--- src/rtl/cpu_defs.sv ---
// Shared definitions for the 8-bit CPU control path: opcodes, ALU codes,
// FSM state encoding and instruction field positions.
package cpu_defs;
    typedef enum logic [1:0] {
        ST_FETCH     = 2'd0,
        ST_DECODE    = 2'd1,
        ST_EXECUTE   = 2'd2,
        ST_WRITEBACK = 2'd3
    } state_t;

    localparam logic [7:0] OP_LOADI = 8'h00;
    localparam logic [7:0] OP_MOV   = 8'h01;
    localparam logic [7:0] OP_ADD   = 8'h02;
    localparam logic [7:0] OP_SUB   = 8'h03;
    localparam logic [7:0] OP_AND   = 8'h04;
    localparam logic [7:0] OP_OR    = 8'h05;
    localparam logic [7:0] OP_J     = 8'h06;
    localparam logic [7:0] OP_BEQ   = 8'h07;

    localparam logic [2:0] ALU_FORWARD = 3'b000;
    localparam logic [2:0] ALU_ADD     = 3'b001;
    localparam logic [2:0] ALU_AND     = 3'b010;
    localparam logic [2:0] ALU_OR      = 3'b011;

    localparam int OPC_LSB  = 24;
    localparam int DST_LSB  = 16;
    localparam int SRC1_LSB = 8;
    localparam int SRC2_LSB = 0;

    localparam logic [31:0] PC_STEP = 32'd4;
endpackage

--- src/rtl/pc_unit.sv ---
// Program counter: sequential step plus an optional word-scaled signed
// branch offset, applied on the update strobe.
module pc_unit
    import cpu_defs::*;
#(
    parameter logic [31:0] RESET_VALUE = 32'h0000_0000
) (
    input  logic        CLK,
    input  logic        RESET,
    input  logic        i_update,
    input  logic        i_taken,
    input  logic [7:0]  i_offset,
    output logic [31:0] o_pc
);
    logic [31:0] r_pc;
    logic [31:0] w_seq;
    logic [31:0] w_offset;
    logic [31:0] w_next;

    // Targets are relative to the already-incremented PC; wraps mod 2^32.
    assign w_seq    = r_pc + PC_STEP;
    assign w_offset = {{22{i_offset[7]}}, i_offset, 2'b00};
    assign w_next   = i_taken ? (w_seq + w_offset) : w_seq;

    always_ff @(posedge CLK or posedge RESET) begin
        if (RESET) begin
            r_pc <= RESET_VALUE;
        end else if (i_update) begin
            r_pc <= w_next;
        end
    end

    assign o_pc = r_pc;
endmodule

--- src/rtl/cpu_control_unit.sv ---
// Four-cycle fetch/decode/execute/writeback sequencer: latches the
// instruction, decodes register-file and ALU controls, and steers the PC.
module cpu_control_unit
    import cpu_defs::*;
#(
    parameter logic [31:0] PC_RESET_VALUE = 32'h0000_0000
) (
    input  logic        CLK,
    input  logic        RESET,
    input  logic [31:0] INSTRUCTION,
    input  logic        ZERO,
    output logic [31:0] PC,
    output logic [2:0]  INADDRESS,
    output logic [2:0]  OUT1ADDRESS,
    output logic [2:0]  OUT2ADDRESS,
    output logic        WRITE,
    output logic [7:0]  IMMEDIATE,
    output logic [2:0]  ALUOP,
    output logic        IMM_SEL,
    output logic        NEG_SEL,
    output logic        ILLEGAL,
    output logic [1:0]  o_dbg_state,
    output logic [31:0] o_dbg_ir
);
    state_t      r_state;
    logic [31:0] r_ir;
    logic        r_zero;
    logic        r_illegal;

    logic [7:0]  w_opcode;
    logic        w_known;
    logic        w_writes;
    logic        w_taken;
    logic        w_update;

    assign w_opcode = r_ir[OPC_LSB +: 8];
    assign w_known  = (w_opcode <= OP_BEQ);

    always_ff @(posedge CLK or posedge RESET) begin
        if (RESET) begin
            r_state   <= ST_FETCH;
            r_ir      <= 32'h0;
            r_zero    <= 1'b0;
            r_illegal <= 1'b0;
        end else begin
            case (r_state)
                ST_FETCH: begin
                    r_ir    <= INSTRUCTION;
                    r_state <= ST_DECODE;
                end
                ST_DECODE: begin
                    if (!w_known) r_illegal <= 1'b1;
                    r_state <= ST_EXECUTE;
                end
                ST_EXECUTE: begin
                    r_zero  <= ZERO;
                    r_state <= ST_WRITEBACK;
                end
                default: r_state <= ST_FETCH;
            endcase
        end
    end

    // Unknown opcodes fall through the defaults and behave as a NOP.
    always_comb begin
        ALUOP    = ALU_FORWARD;
        IMM_SEL  = 1'b0;
        NEG_SEL  = 1'b0;
        w_writes = 1'b0;
        w_taken  = 1'b0;
        case (w_opcode)
            OP_LOADI: begin IMM_SEL = 1'b1; w_writes = 1'b1; end
            OP_MOV:   w_writes = 1'b1;
            OP_ADD:   begin ALUOP = ALU_ADD; w_writes = 1'b1; end
            OP_SUB:   begin ALUOP = ALU_ADD; NEG_SEL = 1'b1; w_writes = 1'b1; end
            OP_AND:   begin ALUOP = ALU_AND; w_writes = 1'b1; end
            OP_OR:    begin ALUOP = ALU_OR; w_writes = 1'b1; end
            OP_J:     w_taken = 1'b1;
            OP_BEQ:   begin ALUOP = ALU_ADD; NEG_SEL = 1'b1; w_taken = r_zero; end
            default:  ;
        endcase
    end

    assign INADDRESS   = r_ir[DST_LSB +: 3];
    assign OUT1ADDRESS = r_ir[SRC1_LSB +: 3];
    assign OUT2ADDRESS = r_ir[SRC2_LSB +: 3];
    assign IMMEDIATE   = r_ir[SRC2_LSB +: 8];
    assign w_update    = (r_state == ST_WRITEBACK);
    assign WRITE       = w_update && w_writes;
    assign ILLEGAL     = r_illegal;
    assign o_dbg_state = r_state;
    assign o_dbg_ir    = r_ir;

    pc_unit #(
        .RESET_VALUE (PC_RESET_VALUE)
    ) u_pc_unit (
        .CLK      (CLK),
        .RESET    (RESET),
        .i_update (w_update),
        .i_taken  (w_taken),
        .i_offset (r_ir[DST_LSB +: 8]),
        .o_pc     (PC)
    );
endmodule

--- config.mk ---
export PLATFORM = sky130hd
export DESIGN_NAME = cpu_control_unit
export DESIGN_NICKNAME = d
export VERILOG_FILES = /design/src/rtl/cpu_defs.sv /design/src/rtl/pc_unit.sv /design/src/rtl/cpu_control_unit.sv
export SDC_FILE = /design/constraint.sdc
export NUM_CORES = 1
export LEC_CHECK = 0
export ABC_AREA = 1
export BUFFER_PORTS_ARGS = -buffer_cell sky130_fd_sc_hd__buf_2
export CAP_MARGIN = 10
export CORE_MARGIN = 3
export CORE_UTILIZATION = 40
export DETAILED_ROUTE_END_ITERATION = 10
export PLACE_DENSITY = 0.64
export SKIP_CTS_REPAIR_TIMING = 1
export SYNTH_ARGS = -nofsm -noshare
export SYNTH_HDL_FRONTEND = slang
export SYNTH_SLANG_ARGS = --single-unit
--- constraint.sdc ---
create_clock -name CLK -period 2.9 [get_ports CLK]
set_clock_uncertainty 0.15 [all_clocks]
set_input_delay 0.145 -clock CLK [delete_from_list [all_inputs] [get_ports CLK]]
set_output_delay 0.145 -clock CLK [all_outputs]
set_load 0.01 [all_outputs]
After elaboration in Yosys (flattened, before gate mapping)
Index checks and enable logic that the tools add are counted.

Register bits: 68. Latch bits: 0. Bits in writable memories: 0. Memory bits (read-only): 0. Bits of input ports: 35. Output and inout port bits: 90. Memories: 0.

Add/subtract/negate cells: 2. Multipliers: 0. Divide/modulo/power cells: 0. Order comparisons: 1. Eq/ne operators: 10. Shift operators: 0. Multiplexer cells: 7. Bitwise gates (word level): 1. Reduce and logical (&&, ||, !) cells: 7.

Operators by type and width (number): $add A32 B3 Y32 const B (1); $add A32 B32 Y32 (1); $eq A8 B3 Y1 const B (4); $mux W32 (1); $eq A8 B2 Y1 const B (2); $pmux W2 S3 (2); $eq A8 B1 Y1 const B (1); $le A8 B3 Y1 const B (1); $logic_not A8 Y1 (1); $reduce_or A6 Y1 (1); $eq A2 B2 Y1 const B (2); $mux W1 (3); $reduce_or A3 Y1 (1); $eq A2 B1 Y1 const B (1); $logic_not A2 Y1 (1); $pmux W1 S2 (1); $reduce_and A2 Y1 (1); $reduce_or A2 Y1 (1); $logic_and A1 B1 Y1 (1); $not A1 Y1 (1).

Depth between registers and ports, before layout
Depth in word-level cells: 4. Depth in mapped cells: 23. Depth with buffers taken out: 23.

By module
Synthesis repeated with hierarchy kept, for this count alone.

Cells, all modules: 936. Area, all modules: 6050.8 um2.

By module, submodules not included: pc_unit (times used 1, cells an instance 734, area each 4369.2 um2, seq. area each 750.7 um2); cpu_control_unit (times used 1, cells an instance 202, area each 1681.6 um2, seq. area each 900.9 um2).

Least setup slack after synthesis
No wires, ideal clock.

Path kind: register to register. Start point: register u_pc_unit.r_pc[2], in the netlist u_pc_unit.o_pc[2]. End point: register u_pc_unit.r_pc[31], in the netlist u_pc_unit.o_pc[31]. Library setup time: 121 ps. Data arrival time: 2585 ps. Data required time: 2629 ps. Slack: 45 ps. Stages on the path, launching flop included: 20. Buffers on the path: 0. Path through: dfrtp_1 > ha_1 > nand2_1 > nor2_2 > nand2_2 > nor2_4 > nand3_4 > nor2_4 > xor2_1 > inv_1 > ha_1 > nand2_1 > inv_1 > nand3_1 > nor3b_1 > nand2_1 > nand2_1 > nand2_1 > nand3_1 > a21oi_1.

Longest elaborated chain between the ends: 3.

RTL lines: from (decl) (line pc_unit.sv:15) `logic [31:0] r_pc;`; from (signal assigned) (line pc_unit.sv:29) `r_pc <= w_next;`; $add A32 B3 Y32 * (line pc_unit.sv:21) `assign w_seq = r_pc + PC_STEP;`; $add A32 B32 Y32 (line pc_unit.sv:23) `assign w_next = i_taken ? (w_seq + w_offset) : w_seq;`; $mux W32 * (line pc_unit.sv:23).

Every way passes the cells marked *; elsewhere a longest branch is shown, timed or not. A chain may end at the register's enable or synchronous reset.

Worst setup path in the final report
Start point: register u_pc_unit.r_pc[3], in the netlist u_pc_unit.o_pc[3]. End point: register u_pc_unit.r_pc[25], in the netlist u_pc_unit.o_pc[25].

The elaborated chain is that of the path after synthesis.

==> results.yml <==
run_status:
  outcome: "finished with violations"
  violations: "setup timing"
power_and_ir_drop:
  swShare_pct: 34.70
  seqPwrFrac_pct: 29.7
  powerDensity_nw_per_um2: 396.9
  ir_drop_mv: 0.2938
  switchingPower_mw: 1.227
  leakage_nw: 4.893
  p_clk_share_pct: 34.3
  p_int_mw: 2.310
  p_comb_share_pct: 36.0
  power_mw: 3.537
flow_run:
  drv_cap: 0
critical_path:
  arrival_ns: 3.23
  start_kind: "flip-flop"
  crit_type: "flip-flop to flip-flop"
  required_ns: 3.01
  critPathMaxFanout: 4
  rr_worst_depth: 17
  end_kind: "flip-flop"
route:
  antenna_left: 0
  drt_first_pass_iters: 6
  dr.first_iter.drc_count: 484
  drt-total-wl_um: 21050
  num_vias: 6878
  wl_per_cell_um: 15.09
  via_per_inst: 4.930
  post-route-drc-count: 0
layout:
  nets: 1283
  insertedDiodeCount: 0
  n_fill_cell: 1295
  layout_common_cells: "nand2_1, inv_1, buf_2"
  final_common_cell: "nand2_1"
  area_growth_pct: 46.82
  seq_area_um2: 1653
  post_route_cells_drive_above_1_share_pct: 33.36
  fin_cells: 1395
  multi_input_area_um2: 4319
sta:
  period_share_pct: 107.5
  slew_viol_final: 0
  worst_slew_pin_slew_ns: 0.8956
  rsz0062_at_grt: "true"
  setup_ws_ns: -0.2186
  max_freq_mhz: 320.7
  setup_viol: 16
  relSlewSlack_pct: 40.23
  hold_viol: 0
  fin_setup_tns_ns: -1.566
  period_needed_ns: 3.119
logic_synthesis:
  avgSynthCellArea_um2: 6.349
  synth.cell_area_um2: 6070
  synth_cell_types: 46
  synth_edf_count: 0
  ys_seq_area_share_pct: 27.21
  ys_ff_latch: 66
  postSynthCellCount: 956
  yosys_warnings: 0
  synthFlopType: "dfrtp_1"
  ys_async_sr_fraction_pct: 100.0
placement:
  dp.cells: 1338
  gp_congestion: 0.9197
  dpl.hpwl_um: 15330
  port_buffers: 121
clocking:
  ctsRootBufferMaster: "clkbuf_16"
  clock_latency_ns: 0.34
  numCtsBuffers: 9
  path_clk_slew_ns: 0.06
  cts_buffer_depth: 2
  cts.sinks: 66
  htreeDepth: 3
  cts_tree: "done"
floorplan:
  std_cell_rows: 44
  die_w_um: 129.2
  die_area_um2: 16690
  num_io_pins: 125
  core_um2: 14700
  initial_utilization_pct: 41.29
  die_h_um: 129.2
grt:
  overflow: 0
  track_usage_pct: 23.42
  grt_pass1_vias: 6114
  antenna_found_initial: 0
  grt_max_degree: 67
  grt_pass1_wl_um: 30820
min_path:
  worst_hold_path_type: "primary input to asynchronous set/reset pin"
power groups by stage:
stage	sequential, mW	clock, mW	combinational, mW
final	1.05	1.21	1.27
after global routing	1.06	1.26	1.38
after CTS	1.05	1.22	1.02
after detailed placement	1.06	0	1.01
after global placement	1.06	0	1.01
after floorplan	1.10	0	0.541
synthesized netlist by cell type (all sizes together), types with 2 or more instances:
cell type / count / area, um^2
a21o: 3 / 22.52
a21oi: 48 / 244.0
a22oi: 3 / 22.52
a31oi: 3 / 18.77
and2: 5 / 31.28
buf: 28 / 200.2
clkbuf: 10 / 37.54
dfrtp: 66 / 1652
ha: 41 / 513.0
inv: 134 / 503.0
nand2: 353 / 1350
nand3: 68 / 357.8
nand3b: 5 / 37.54
nand4: 7 / 43.79
nor2: 88 / 401.6
nor3: 15 / 80.08
o211ai: 2 / 15.01
o21ai: 29 / 145.1
o21bai: 7 / 56.30
o22ai: 2 / 12.51
or2: 6 / 37.54
xnor2: 6 / 52.55
xor2: 19 / 166.4
through the flow:
| step | setup slack [ns] | utilization (%) | hold WS, ns | cell area (um^2) |
|---|---|---|---|---|
| floorplan | 0.04464 | - | 0.1076 | 6077 |
| global placement | -0.1655 | 51.40 | 0.1012 | 7555 |
| detailed placement | -0.2633 | 51.40 | 0.09988 | 7555 |
| CTS | -0.2767 | 53.60 | -0.2670 | 7879 |
| global route | -0.3832 | 60.62 | 0.3340 | 8911 |
| finish | -0.2186 | 60.62 | 0.2784 | 8911 |
registers in the layout, indices dropped and copies added (netlist names):
| signal | flops |
|---|---|
| o_dbg_state | 2 |
| u_pc_unit.o_pc | 30 |
| r_zero | 1 |
| ILLEGAL | 1 |
| o_dbg_ir | 32 |
metal layers:
layer  global-route usage (%)  share of wire (%)  up-vias
met5                        0                  0        -
met4                    6.115                1.3        0
met3                    4.246                6.5       23
met2                    37.65                 48      221
met1                    32.59                 44     3155
li1                         -                  -     3479
path summary, 6_finish.rpt:
check	start	end	slack [ns]
max	u_pc_unit.o_pc[3]	u_pc_unit.o_pc[25]	-0.22
min	RESET	o_dbg_ir[3]	0.28
max reg2reg	u_pc_unit.o_pc[3]	u_pc_unit.o_pc[25]	-0.22
min reg2reg	o_dbg_ir[14]	o_dbg_ir[14]	0.32
max in group asynchronous	RESET	u_pc_unit.o_pc[28]	2.00
min in group CLK	o_dbg_ir[14]	o_dbg_ir[14]	0.32
critical path: stages (launching register included):
cell,delay (ns)
dfrtp_1,0.40
buf_4,0.14
buf_4,0.10
ha_2,0.19
nand2_4,0.10
nor2_4,0.16
nand3_1,0.11
and2_1,0.18
ha_1,0.30
buf_4,0.17
nand2_1,0.06
nand2_1,0.10
o21bai_1,0.18
a21oi_1,0.17
nand3_1,0.10
nand2_1,0.06
nand3_1,0.19
a21oi_2,0.19
cell families (layout without fill, tap and decap cells):
kind of cell | Yosys count | in the layout | share of synthesized area (%)
DFF | 66 | 66 | 27.21
xor gates and xnor gates | 25 | 25 | 3.608
buffers and inverters | 173 | 426 | 12.27
adders and majority gates | 42 | 42 | 8.782
AOI/OAI and AO/OA | 99 | 99 | 9.111
and+or+nand+nor | 549 | 549 | 38.78
other | 1 | 3 | 0.06178
muxes | 1 | 1 | 0.1855
area by class of cell:
cell class	instances	share of cell area, %
multi-input cells	719	48.47
repair buffers	275	21.05
flip-flops and latches	66	18.55
inverters	135	5.715
well taps	184	2.584
clock buffers	9	2.527
clock inverters	7	1.109
No activity file was read; power rests on OpenSTA's default activity.
